[src/rtl/write_resp_order.sv]
// Write-response reorder buffer: tracks outstanding AW transactions in
// acceptance order and returns B responses upstream in that same order.
// Downstream B responses may arrive in any order and are parked in the queue.
module write_resp_order #(
  parameter int unsigned DEPTH  = 8,
  parameter int unsigned ID_W   = 4,
  parameter int unsigned RESP_W = 2
) (
  input  logic                       clk,
  input  logic                       rst_n,
  input  logic                       aw_fire,
  input  logic [ID_W-1:0]            aw_id,
  output logic                       aw_allow,
  input  logic                       m_bvalid,
  output logic                       m_bready,
  input  logic [ID_W-1:0]            m_bid,
  input  logic [RESP_W-1:0]          m_bresp,
  output logic                       s_bvalid,
  input  logic                       s_bready,
  output logic [ID_W-1:0]            s_bid,
  output logic [RESP_W-1:0]          s_bresp,
  output logic [$clog2(DEPTH):0]     occupancy,
  output logic                       err_unexpected
);

  localparam int unsigned PW = $clog2(DEPTH);
  localparam int unsigned CW = PW + 1;

  typedef enum logic [1:0] {StEmpty, StActive, StFull} state_e;

  state_e            state_q, state_d;
  logic [CW-1:0]     count_q, count_d;
  logic [PW-1:0]     wr_ptr_q, wr_ptr_d;
  logic [PW-1:0]     rd_ptr_q, rd_ptr_d;
  logic [DEPTH-1:0]  valid_q, valid_d;
  logic [DEPTH-1:0]  done_q, done_d;
  logic [ID_W-1:0]   id_q   [DEPTH];
  logic [ID_W-1:0]   id_d   [DEPTH];
  logic [RESP_W-1:0] resp_q [DEPTH];
  logic [RESP_W-1:0] resp_d [DEPTH];
  logic              m_bready_q;
  logic              err_q;

  logic              alloc, b_acc, head_done, pop;
  logic              match_found;
  logic [PW-1:0]     match_idx;
  logic [PW-1:0]     idx;

  // aw_allow comes straight from the state register, so a pop in FULL
  // reopens the AW channel only on the following cycle.
  assign aw_allow       = (state_q != StFull);
  assign m_bready       = m_bready_q;
  assign err_unexpected = err_q;
  assign occupancy      = count_q;

  assign alloc     = aw_fire & aw_allow;
  assign b_acc     = m_bvalid & m_bready_q;
  assign head_done = valid_q[rd_ptr_q] & done_q[rd_ptr_q];
  assign pop       = head_done & s_bready;

  assign s_bvalid = head_done;
  assign s_bid    = head_done ? id_q[rd_ptr_q]   : '0;
  assign s_bresp  = head_done ? resp_q[rd_ptr_q] : '0;

  // Oldest-first search for a pending entry with a matching id; scanning
  // starts at the head so the first hit is the oldest outstanding AW.
  always_comb begin
    match_found = 1'b0;
    match_idx   = '0;
    idx         = '0;
    for (int unsigned i = 0; i < DEPTH; i++) begin
      idx = rd_ptr_q + PW'(i);
      if (!match_found && valid_q[idx] && !done_q[idx] && (id_q[idx] == m_bid)) begin
        match_found = 1'b1;
        match_idx   = idx;
      end
    end
  end

  // Occupancy FSM next state: count and state move together.
  always_comb begin
    count_d = count_q;
    unique case ({alloc, pop})
      2'b10:   count_d = count_q + 1'b1;
      2'b01:   count_d = count_q - 1'b1;
      default: count_d = count_q;
    endcase
    if (count_d == '0) begin
      state_d = StEmpty;
    end else if (count_d == CW'(DEPTH)) begin
      state_d = StFull;
    end else begin
      state_d = StActive;
    end
  end

  // Queue entry and pointer next state. Pop, allocate and mark always hit
  // distinct slots: the head is already done, and the write slot is free.
  always_comb begin
    valid_d  = valid_q;
    done_d   = done_q;
    id_d     = id_q;
    resp_d   = resp_q;
    wr_ptr_d = wr_ptr_q;
    rd_ptr_d = rd_ptr_q;
    if (pop) begin
      valid_d[rd_ptr_q] = 1'b0;
      done_d[rd_ptr_q]  = 1'b0;
      rd_ptr_d          = rd_ptr_q + 1'b1;
    end
    if (alloc) begin
      valid_d[wr_ptr_q] = 1'b1;
      done_d[wr_ptr_q]  = 1'b0;
      id_d[wr_ptr_q]    = aw_id;
      wr_ptr_d          = wr_ptr_q + 1'b1;
    end
    if (b_acc && match_found) begin
      done_d[match_idx] = 1'b1;
      resp_d[match_idx] = m_bresp;
    end
  end

  // State registers; reset drops every pending entry immediately.
  always_ff @(posedge clk or negedge rst_n) begin
    if (!rst_n) begin
      state_q    <= StEmpty;
      count_q    <= '0;
      wr_ptr_q   <= '0;
      rd_ptr_q   <= '0;
      valid_q    <= '0;
      done_q     <= '0;
      id_q       <= '{default: '0};
      resp_q     <= '{default: '0};
      m_bready_q <= 1'b0;
      err_q      <= 1'b0;
    end else begin
      state_q    <= state_d;
      count_q    <= count_d;
      wr_ptr_q   <= wr_ptr_d;
      rd_ptr_q   <= rd_ptr_d;
      valid_q    <= valid_d;
      done_q     <= done_d;
      id_q       <= id_d;
      resp_q     <= resp_d;
      m_bready_q <= 1'b1;
      err_q      <= b_acc & ~match_found;
    end
  end

endmodule

[config.mk]
export PLATFORM = sky130hd
export DESIGN_NAME = write_resp_order
export DESIGN_NICKNAME = d
export VERILOG_FILES = /design/src/rtl/write_resp_order.sv
export SDC_FILE = /design/constraint.sdc
export NUM_CORES = 1
export LEC_CHECK = 0
export CORE_MARGIN = 2
export CORE_UTILIZATION = 35
export CTS_BUF_LIST = sky130_fd_sc_hd__clkbuf_8
export CTS_CLUSTER_DIAMETER = 30
export DETAILED_ROUTE_END_ITERATION = 10
export GPL_TIMING_DRIVEN = 1
export PLACE_DENSITY_LB_ADDON = 0.2
export RECOVER_POWER = 50
export SETUP_SLACK_MARGIN = 0.15
export SLEW_MARGIN = 20
export SYNTH_ARGS = -nofsm -noshare
export SYNTH_HDL_FRONTEND = slang
export SYNTH_SLANG_ARGS = --single-unit
[constraint.sdc]
create_clock -name clk -period 10.55 [get_ports clk]
set_input_delay 1.5825 -clock clk [delete_from_list [all_inputs] [get_ports clk]]
set_output_delay 1.5825 -clock clk [all_outputs]
set_load 0.01 [all_outputs]
==> metrics.yaml <==
status: "finished with violations"
violations: "capacitance limit, slew limit"
worst_hold_path.endpoint: "occupancy[3]"
drt_first_iter_violations: 472
synth_top_area_share_pct: 29.2
first_pass_grt_wire_length_um: 31100
setup_repair_after_global_routing_missed_its_margin: "false"
first_global_vias: 5154
insertedDiodeCount: 0
htree_levels: 3
synth_sequential_area_ratio_pct: 29.2
hold_viol_final: 0
resized_after_cts: 0
hold_ws_ps: 498
post_synth_and_or_nand_nor_area_fraction_pct: 14.7
critical-path-top-cell-by-count: "sky130_fd_sc_hd__buf_4"
clk_latency_ps: 390
initial_antenna_violation_count: 0
design.portCount: 29
crit_path_max_incr_delay_ps: 660
die_area_um2: 20200
yosysTopAreaCell: "sky130_fd_sc_hd__dfrtp_1"
timing.hold.worst.class: "reg -> reg"
worstPathRequired_ps: 10840
cts_buffers: 9
post-route-drc-count: 0
dr_wl_met2_um: 9000
detailedPlace.worstSlack_ps: 4540
place_hpwl_um: 13900
cp_cell_sequence: "buf_4 > inv_2 > ha_2 > buf_4 > mux4_2 > xor2_1 > or4_1 > o22ai_1 > a21oi_1 > nand4_2 > a211oi_1 > or3_4 > nor3_1 > mux2_2"
fin_tns_setup_ps: 0
regToRegSetupSlack_ps: 4480
floorplan.core_area_um2: 18700
final_cell_mix: "sky130_fd_sc_hd__dfrtp_1 (76), sky130_fd_sc_hd__mux2_2 (57), sky130_fd_sc_hd__nand2_1 (56)"
synth.distinct_cells: 74
layout-drive-gt1-share_pct: 25.6
post-cts-setup-buffers: 0
syn_std_cell_area_um2: 6690
worst_path_max_delay_cell: "sky130_fd_sc_hd__nor3_1"
worst_reg_to_reg_cells: 14
syn_inst: 609
worst-slew-pin-transition_ps: 2400
critical_path.reg2reg.startpoint: "rd_ptr_q[1]"
wl_um: 19700
grt_start_max_net_pins: 62
met1_wirelength_um: 8890
post_drt_via_cell_ratio: 6.03
cts_num_sinks: 78
postRouteAntennaNets: 0
grt-ovfl-total: 0
setup_viol: 0
maxCapViolations: 2
yosys_most_used_dff: "sky130_fd_sc_hd__dfrtp_1"
die_h_um: 142
cts_tree: "yes"
slew-limit-headroom_pct: -59.9
cts.hold.buffers_added: 0
setup_ws_ps: 4480
routabilityCongestion: 0.847
synthToLayoutAreaGrowth_pct: 8.75
detail_route.first_pass.iterations: 5
synthMuxAreaShare_pct: 33.6
wl_met3_um: 1270
r2r_end: "resp_q[7]"
die_w_um: 142
cts.reportedPaths.clkPinSlew_ps: 90
yosysWarningCount: 0
hold_path.startpoint: "occupancy[3]"
category_of_the_critical_setup_timing_path: "reg -> reg"
worst_hold_path_cells: 1
initial_core_util_pct: 35.8
yosys_register_bits: 78
combinational_family_with_the_most_area_after_synthesis: "multiplexers"
final_common_cell: "sky130_fd_sc_hd__dfrtp_1"
syn_area_per_cell_um2: 11.0
routedWlPerCell_um: 23.1
synth-edff-count: 0
grt_use_total_pct: 20.5
synthesis.nets: 635
achievable-frequency_mhz: 165
crit_fanout: 61
crit_path_end_kind: "register"
io_buffers: 28
final-max-slew-violation-count: 81
rows: 50
cp.arrival_ps: 6360
topRoutingLayerUsed: "met4"
total_nets_final: 641
finalCriticalPeriod_ps: 6070
layout_worst_path_cycle_share_pct: 57.6
async_flop_share_pct: 100
startpoint_type_of_the_worst_setup_path: "register"
compound_cell_area_share_of_the_yosys_netlist_pct: 9.58
dr_total_vias: 5152
synth_xor_area_share_pct: 6.27
synthTopCellsByArea: "sky130_fd_sc_hd__dfrtp_1 (29%), sky130_fd_sc_hd__mux4_2 (16%), sky130_fd_sc_hd__mux2_2 (9.6%)"
max-clock-path-buffers: 2
fin_worst_skew_ps: 14.1
synthAdderAreaFrac_pct: 2.17
clock_tree.root_cell: "sky130_fd_sc_hd__clkbuf_8"
==> synth_stat cells, types with 6 or more instances <==
master and instances:
sky130_fd_sc_hd__and3_1 8, sky130_fd_sc_hd__buf_2 9, sky130_fd_sc_hd__ha_1 10, sky130_fd_sc_hd__nor2b_1 10, sky130_fd_sc_hd__nor2_1 14, sky130_fd_sc_hd__inv_1 14
sky130_fd_sc_hd__nand2_1 56, sky130_fd_sc_hd__o22ai_1 6, sky130_fd_sc_hd__mux2_1 7, sky130_fd_sc_hd__dfrtp_1 78, sky130_fd_sc_hd__xnor2_1 33, sky130_fd_sc_hd__a31o_2 7
sky130_fd_sc_hd__o21ai_0 7, sky130_fd_sc_hd__mux2_2 57, sky130_fd_sc_hd__xor2_1 13, sky130_fd_sc_hd__mux2i_1 42, sky130_fd_sc_hd__mux4_2 48, sky130_fd_sc_hd__buf_4 11
sky130_fd_sc_hd__nor3_1 14, sky130_fd_sc_hd__a21oi_1 18, sky130_fd_sc_hd__nand3_1 15, sky130_fd_sc_hd__nand2b_1 13, sky130_fd_sc_hd__clkbuf_1 12
==> worst max-delay path by stage <==
stage	from	end	slack [ps]	depth (start not counted)
floorplan	rd_ptr_q[0]	resp_q[4]	6000	15
global placement	rd_ptr_q[1]	resp_q[7]	4740	14
detailed placement	rd_ptr_q[1]	resp_q[7]	4540	14
CTS	rd_ptr_q[1]	resp_q[6]	4510	14
global route	rd_ptr_q[1]	resp_q[7]	4100	14
finish	rd_ptr_q[1]	resp_q[7]	4480	14
==> sequential cells by signal, indices dropped and copies added, names as in the netlist, 2 cells and up <==
signal	cells
valid_q	8
occupancy	4
wr_ptr_q	3
done_q	8
state_q	2
id_q	32
resp_q	16
rd_ptr_q	3
==> final cells by class <==
class / instances / area [um^2]
fill: 1823 / 11400
multi-input combinational: 474 / 4440
sequential: 78 / 1950
timing repair buffer: 35 / 323
tap: 234 / 293
clock buffer: 9 / 124
clock inverter: 7 / 73.8
inverter: 17 / 63.8
==> routing by layer <==
layer | global-route usage [%] | up-vias
li1 | - | 2315
met1 | 29.0 | 2626
met2 | 31.1 | 176
met3 | 4.21 | 35
met4 | 7.79 | 0
met5 | 0 | -
==> kinds of logic after synthesis <==
kind of cell,after synthesis
muxes,155
DFF,78
AOI/OAI and AO/OA,83
xor gates and xnor gates,47
other,1
buffers and inverters,57
and+or+nand+nor,177
adders and majority gates,11
==> through the flow <==
stage | instance area, um^2 | util (%) | cells
6_report | 7270 | 38.9 | 854
3_5_place_dp | 7080 | 37.9 | 838
4_1_cts | 7280 | 38.9 | 854
5_1_grt | 7270 | 38.9 | 854
3_3_place_gp | 7080 | 37.9 | 838
2_1_floorplan | 6690 | - | 609
==> worst max-delay path: cells and delay by family, from the launching register on <==
kind / cells / cell delay, ps
buffers and inverters: 3 / 1400
multiplexers: 2 / 1030
AO/OA/AOI/OAI: 3 / 650
flip-flops: 1 / 350
XOR/XNOR: 1 / 160
AND/OR/NAND/NOR: 4 / 1790
adder cells (fa/ha/maj): 1 / 520
Power is left out: the tool's default activity adds up to more than one toggle a clock period on the data nets, which glitch-free logic cannot reach.
